File: config.mk
export PLATFORM = sky130hd
export DESIGN_NAME = sa_output_collector
export DESIGN_NICKNAME = d
export VERILOG_FILES = /design/src/rtl/sa_output_collector.sv
export SDC_FILE = /design/constraint.sdc
export NUM_CORES = 2
export LEC_CHECK = 0
export BUFFER_PORTS_ARGS = -buffer_cell sky130_fd_sc_hd__buf_2
export CAP_MARGIN = 5
export CORE_MARGIN = 2
export CORE_UTILIZATION = 61
export CTS_CLUSTER_DIAMETER = 50
export DETAILED_ROUTE_END_ITERATION = 16
export PLACE_DENSITY = 0.83
export SETUP_SLACK_MARGIN = 0.1
export SKIP_CTS_REPAIR_TIMING = 1
export SYNTH_ARGS = -nofsm -noshare
export SYNTH_HDL_FRONTEND = slang
export SYNTH_SLANG_ARGS = --single-unit
File: constraint.sdc
create_clock -name clk -period 11.9 [get_ports clk]
set_clock_uncertainty 0.05 [all_clocks]
set_input_delay 2.38 -clock clk [delete_from_list [all_inputs] [get_ports clk]]
set_output_delay 2.38 -clock clk [all_outputs]
set_load 0.05 [all_outputs]
File: src/rtl/sa_output_collector.sv
// sa_output_collector: deskews systolic-array column results into rows, requantizes with saturation and buffers them in a FWFT row FIFO.
// Define ROUND_EN for round-half-up before the requant shift; default build truncates toward -inf.
module sa_output_collector #(
    parameter int DATA_WIDTH = 12,
    parameter int ACC_WIDTH  = 24,
    parameter int SA_LENGTH  = 8,
    parameter int S          = 7,
    parameter int FIFO_DEPTH = 16
) (
    input  logic                         clk,
    input  logic                         rst_n,
    input  logic [SA_LENGTH-1:0]         col_valid,
    input  logic signed [ACC_WIDTH-1:0]  col_data [SA_LENGTH],
    output logic                         out_valid,
    input  logic                         out_ready,
    output logic signed [DATA_WIDTH-1:0] out_data [SA_LENGTH],
    output logic                         almost_full,
    output logic                         overflow,
    output logic                         skew_err
);
    localparam int AW = $clog2(FIFO_DEPTH);
    localparam logic [AW:0] DEPTH = (AW+1)'(FIFO_DEPTH);
    localparam logic [AW:0] AF_LVL = (AW+1)'(FIFO_DEPTH - SA_LENGTH - 2);
    localparam logic signed [ACC_WIDTH:0] QMAX = (ACC_WIDTH+1)'((1 << (DATA_WIDTH-1)) - 1);
    localparam logic signed [ACC_WIDTH:0] QMIN = (ACC_WIDTH+1)'(-(1 << (DATA_WIDTH-1)));
`ifdef ROUND_EN
    localparam logic signed [ACC_WIDTH:0] RND = (ACC_WIDTH+1)'(1 << (S-1));
`endif

    logic [SA_LENGTH-1:0]        al_v;
    logic signed [ACC_WIDTH-1:0] al_d [SA_LENGTH];

    // column j sits SA_LENGTH-j stages so every column of a row lands together
    for (genvar j = 0; j < SA_LENGTH; j++) begin : g_col
        localparam int L = SA_LENGTH - j;
        logic [L-1:0]                sv;
        logic signed [ACC_WIDTH-1:0] sd [L];
        always_ff @(posedge clk or negedge rst_n) begin
            if (!rst_n) begin
                sv <= '0;
                for (int k = 0; k < L; k++) sd[k] <= '0;
            end else begin
                sv[0] <= col_valid[j];
                sd[0] <= col_data[j];
                for (int k = 1; k < L; k++) begin
                    sv[k] <= sv[k-1];
                    sd[k] <= sd[k-1];
                end
            end
        end
        assign al_v[j] = sv[L-1];
        assign al_d[j] = sd[L-1];
    end

    logic                        row_v;
    logic signed [ACC_WIDTH-1:0] row_d [SA_LENGTH];

    always_ff @(posedge clk or negedge rst_n) begin
        if (!rst_n) begin
            row_v    <= 1'b0;
            skew_err <= 1'b0;
            for (int k = 0; k < SA_LENGTH; k++) row_d[k] <= '0;
        end else begin
            row_v <= &al_v;
            if (|al_v && !(&al_v)) skew_err <= 1'b1;
            for (int k = 0; k < SA_LENGTH; k++) row_d[k] <= al_d[k];
        end
    end

    function automatic logic signed [DATA_WIDTH-1:0] requant(input logic signed [ACC_WIDTH-1:0] a);
        logic signed [ACC_WIDTH:0] t;
        t = (ACC_WIDTH+1)'(a);
`ifdef ROUND_EN
        t = t + RND;
`endif
        t = t >>> S;
        return (t > QMAX) ? QMAX[DATA_WIDTH-1:0] : (t < QMIN) ? QMIN[DATA_WIDTH-1:0] : t[DATA_WIDTH-1:0];
    endfunction

    logic                         q_v;
    logic signed [DATA_WIDTH-1:0] q_d [SA_LENGTH];

    always_ff @(posedge clk or negedge rst_n) begin
        if (!rst_n) begin
            q_v <= 1'b0;
            for (int k = 0; k < SA_LENGTH; k++) q_d[k] <= '0;
        end else begin
            q_v <= row_v;
            for (int k = 0; k < SA_LENGTH; k++) q_d[k] <= requant(row_d[k]);
        end
    end

    logic [AW-1:0]                wp, rp;
    logic [AW:0]                  cnt;
    logic signed [DATA_WIDTH-1:0] mem [FIFO_DEPTH][SA_LENGTH];
    logic                         pop, wr;

    // a full FIFO still takes a row when the head leaves on the same edge
    always_comb begin
        pop = out_valid && out_ready;
        wr  = q_v && (cnt != DEPTH || pop);
    end

    always_ff @(posedge clk) begin
        if (wr) for (int k = 0; k < SA_LENGTH; k++) mem[wp][k] <= q_d[k];
    end

    always_ff @(posedge clk or negedge rst_n) begin
        if (!rst_n) begin
            wp       <= '0;
            rp       <= '0;
            cnt      <= '0;
            overflow <= 1'b0;
        end else begin
            if (wr) wp <= wp + AW'(1);
            if (pop) rp <= rp + AW'(1);
            cnt <= cnt + (AW+1)'(wr) - (AW+1)'(pop);
            if (q_v && !wr) overflow <= 1'b1;
        end
    end

    assign out_valid   = cnt != '0;
    assign almost_full = cnt >= AF_LVL;

    always_comb begin
        for (int k = 0; k < SA_LENGTH; k++) out_data[k] = out_valid ? mem[rp][k] : '0;
    end
endmodule

======== After elaboration in Yosys (flattened, before gate mapping) ========
Memories as Yosys holds them, arrays and structs flattened.
Cells that the tools add are included.
Widths: inputs -> output; s select.
storage, ports and cells
  RAM bits ................................ 1536
  memories ................................ 1
  output and inout bits ................... 100
  input port bits ......................... 203
  register bits ........................... 1205
memories
  name  depth  bits a word  read ports  clocked after Yosys merged registers in  write ports  line  RTL
  mem   16     96           1           0                                        1            95    logic signed [DATA_WIDTH-1:0] mem [FIFO_DEPTH][SA_LENGTH];
cells by class
  multiplexer cells ....................... 26
  order comparisons ....................... 17
  equal/unequal tests ..................... 1
  reduce and logical (&&, ||, !) cells .... 10
  add/sub/neg operators ................... 4
operator list
  operator              count
  $mux 12               24
  $gt 17x12->1 const B  8
  $lt 17x12->1 const B  8
  $add 4x1->4 const B   2
  $reduce_and 8->1      1
  $reduce_or 8->1       1
  $add 5x1->5           1
  $ge 5x3->1 const B    1
  $ne 5x5->1 const B    1
  $reduce_bool 5->1     1
  $sub 5x1->5           1
  $logic_and 1x1->1     4
  $logic_not 1->1       2
  $mux 1                2
  $logic_or 1x1->1      1

======== Depth between registers and ports, before layout ========
  word-level depth ........................ 6
  mapped depth ............................ 13
  depth with buffers taken out ............ 13

======== Worst setup path before layout ========
OpenSTA, ideal clock, no wires.
  path kind ............................... input to register
  start point ............................. input out_ready
  end point ............................... memory mem[3][0] (netlist bit) (enable)
  arrival ................................. 9.664 ns
  stages on the path ...................... 4
  required time ........................... 11.182 ns
  path slack .............................. 1.518 ns
  path buffers ............................ 0
  cells stage by stage .................... inv_1 > a31oi_1 > nand2_1 > nor3_1
between the ends
  word-level cells in the longest chain between the ends .. 5
RTL lines
  element                       line  RTL
  from (decl)                   15    input logic out_ready,
  $logic_and 1x1->1             100   pop = out_valid && out_ready;
  $logic_or 1x1->1              101   wr = q_v && (cnt != DEPTH || pop);
  $logic_and 1x1->1             101
  $mux 1                        105   if (wr) for (int k = 0; k < SA_LENGTH; k++) mem[wp][k] <= q_d[k];
  $mux 1 (not written as such)  105
  to (decl)                     95
Every way passes these cells.

==> impl_results.md <==
- Status: complete, no violations
- HPWL after DPL: between 90 and 100 mm
- Global-route wire length before repair: between 200 and 300 mm
- Largest net degree at the start of global routing: ~170
- Post-synth net total: 3678
- Async SR Flop Fraction: 36.9%
- M3 GR Usage: 6.39%
- Nets: 4062
- # IOs: 303
- Vias: 38300
- Worst Path Required: 9.47 ns
- Max-cap violations: 0
- I/O Buffers: roughly 250
- Root Driver: clkbuf_16
- Most frequent cells in the layout: edfxtp_1 (1536), dfrtp_1 (894), mux4_2 (382)
- Pwr Density: 240 nW/um2
- RSZ-0062 raised after global routing: false
- Worst Setup End Kind: output pin
- Cell Area, Placed: 84800 um2
- CP Max Fanout: 66
- Largest area contributor in the synthesized netlist: edfxtp_1
- Clk slew on worst S/H paths: ~0.070 ns
- Max Slew Vio Count: 0
- Cells after synthesis: 3461
- DRC: 0
- Startpoint types: flip-flop
- Initial Utilization: 61.6%
- Seq/Total Area, Yosys: 84.5%
- DRT Wirelength: between 150 and 200 mm
- Final instance count without filler cells: roughly 5800
- Core box area: 132000 um2
- Clk Latency, worst-skew pair: roughly 0.86 ns
- Gr usage total: 30.2%
- Mean post-synth cell area: about 23 um2
- Post-DR vias/cell: 6.61
- Die W: 369 um
- Die area: roughly 140000 um2
- Type of the most critical hold path: flip-flop to flip-flop
- Yosys top cell area share: 56.8%
- Clk buf depth: 3
- Routed len/inst: 34.4 um
- GPL Wtd Cong: 0.726
- EDFF count, synth: 1536
- Fill count: 7090
- Met2 Use GR: 48.3%
- Initial antenna violation count: 3
- Leak: 33.3 nW
- Worst EP arrival: 5.03 ns
- Fin. Hold Viols: 0
- CTS tree: done
- H-Tree Depth: 4
- Final setup fails: 0
- Yosys reg bits: 2433
- Peak supply drop: 0.298 mV
- Clock sink total: 2433
- Iter 0 DRT Violations: 6000
- Crit path time final: 7.46 ns
- Fin Setup TNS: 0 ns
- Placed Cells incl. Taps: around 5400
- Final Cycle Share: 62.7%
- Most used DFF post-synth: edfxtp_1
- Vias in the first global route: 40700
- Leading cell type in the layout, fill and taps excluded: edfxtp_1
- Grt total ovfl: 0
- Slew HR: ~7.7%
- Library cells used by synthesis: 36
- Gr busiest metal: met2
- Syn Std Cell Area: a little over 80000 um2
- FMAX: 0.134 GHz
- Total CTS buffers: 221
- Crit path kind: flip-flop to output pin
- Rows: 133
- Final Instance Area: 92300 um2
- Ranking of synthesized cells by area: edfxtp_1 (57%), dfrtp_1 (28%), mux4_2 (11%)
- Synth warn: 0
- ANT nets after route: 0
- Worst slew pin tran: 1.38 ns
- Area growth, synth to finish: 13.7%
- Met1 Use GR: about two fifths
- Share of cells above drive strength 1: 27.1%
- Die H: 369 um
- DRT Pass-1 Iters: 6
==> worst paths after layout <==
| kind | start | endpoint | slack [ns] | cells past startpoint |
|---|---|---|---|---|
| min | al_d[137]$_DFF_PN0_ | row_d[137]$_DFF_PN0_ | 0.27 | 0 |
| min in group asynchronous | rst_n | q_d[59]$_DFF_PN0_ | 1.56 | 1 |
| max in group asynchronous | rst_n | q_d[85]$_DFF_PN0_ | 7.81 | 3 |
| max reg2reg | cnt[2]$_DFF_PN0_ | mem[11][90]$_DFFE_PP_ | 6.74 | 8 |
| max | rp[2]$_DFFE_PN0N_ | out_data[82] | 4.44 | 7 |
| min reg2reg | al_d[137]$_DFF_PN0_ | row_d[137]$_DFF_PN0_ | 0.27 | 0 |
==> logic make-up after synthesis <==
| family | count (synthesis) | synth area share, % |
|---|---|---|
| flip-flops | 2433 | 84.5 |
| multiplexers | 388 | 10.7 |
| AO/OA/AOI/OAI | 303 | 2.89 |
| buffers and inverters | 165 | 0.838 |
| AND/OR/NAND/NOR | 149 | 0.817 |
| adder cells (fa/ha/maj) | 14 | 0.225 |
| XOR/XNOR | 9 | 0.0971 |
==> Yosys cell counts (4+ instances only) <==
cell      count
a21o_1       89
a21oi_1      11
a221o_1      33
a22o_1       33
a22oi_1     124
buf_1         6
buf_2        49
clkbuf_1     97
dfrtp_1     897
edfxtp_1   1536
ha_1         13
inv_1        12
mux2i_1       5
mux4_2      382
nand2_1      80
nand3_1       9
nand4_1       5
nor2_1       26
nor3_1       14
nor3b_1       4
o21ai_0      10
xnor2_1       5
xor2_1        4
==> cell type report <==
type	count	area, um2	share of cell area [%]
well taps	1755	2200	2.38
diodes	2	5.00	0.00542
clock buffers	309	6390	6.92
multi-input cells	863	12200	13.2
inverters	13	48.8	0.0528
repair buffers	313	1810	1.96
flip-flops and latches	2433	68600	74.3
clock inverters	108	1160	1.26
==> critical path, cell delays in order, from the launching register on <==
cell,delay [ns]
dfrtp_4,0.85
buf_4,0.94
nor3b_2,0.34
buf_4,0.30
buf_4,0.79
a22oi_1,0.23
nand2_1,0.31
buf_2,0.34
==> where the power goes <==
group / switching [W] / internal [W] / total (W)
Sequential: 0.000310 / 0.00921 / 0.00951
Clock: 0.00325 / 0.00404 / 0.00729
Combinational: 0.00355 / 0.00181 / 0.00535
Total: 0.00711 / 0.0150 / 0.0222
==> routing by layer <==
layer / up-vias / routed length, um / part of all wire (%)
li1: 14500 / - / -
met1: 20100 / 67400 / 34
met2: 3032 / 99300 / 50
met3: 569 / 22100 / 11
met4: 2 / 10800 / 5.4
met5: - / 20 / 0.010
==> state kept, by name, summed over array words and instances, names as in the netlist, 5 cells and up <==
register / flops
al_d: 119
cnt: 5
q_d: 96
row_d: 136
g_col.sv: 36
g_col.sd: 493
mem: 1536
==> metrics by stage <==
step,setup WS (ns),hold slack [ns],power [W],util (%)
2_1_floorplan,1.52,0.281,0.0133,-
3_3_place_gp,5.26,0.281,0.0147,64.3
3_5_place_dp,5.08,0.285,0.0149,64.3
4_1_cts,4.46,0.272,0.0222,70.1
5_1_grt,4.45,0.281,0.0227,70.1
6_report,4.44,0.267,0.0222,70.1
No activity file was read; power rests on OpenSTA's default activity.
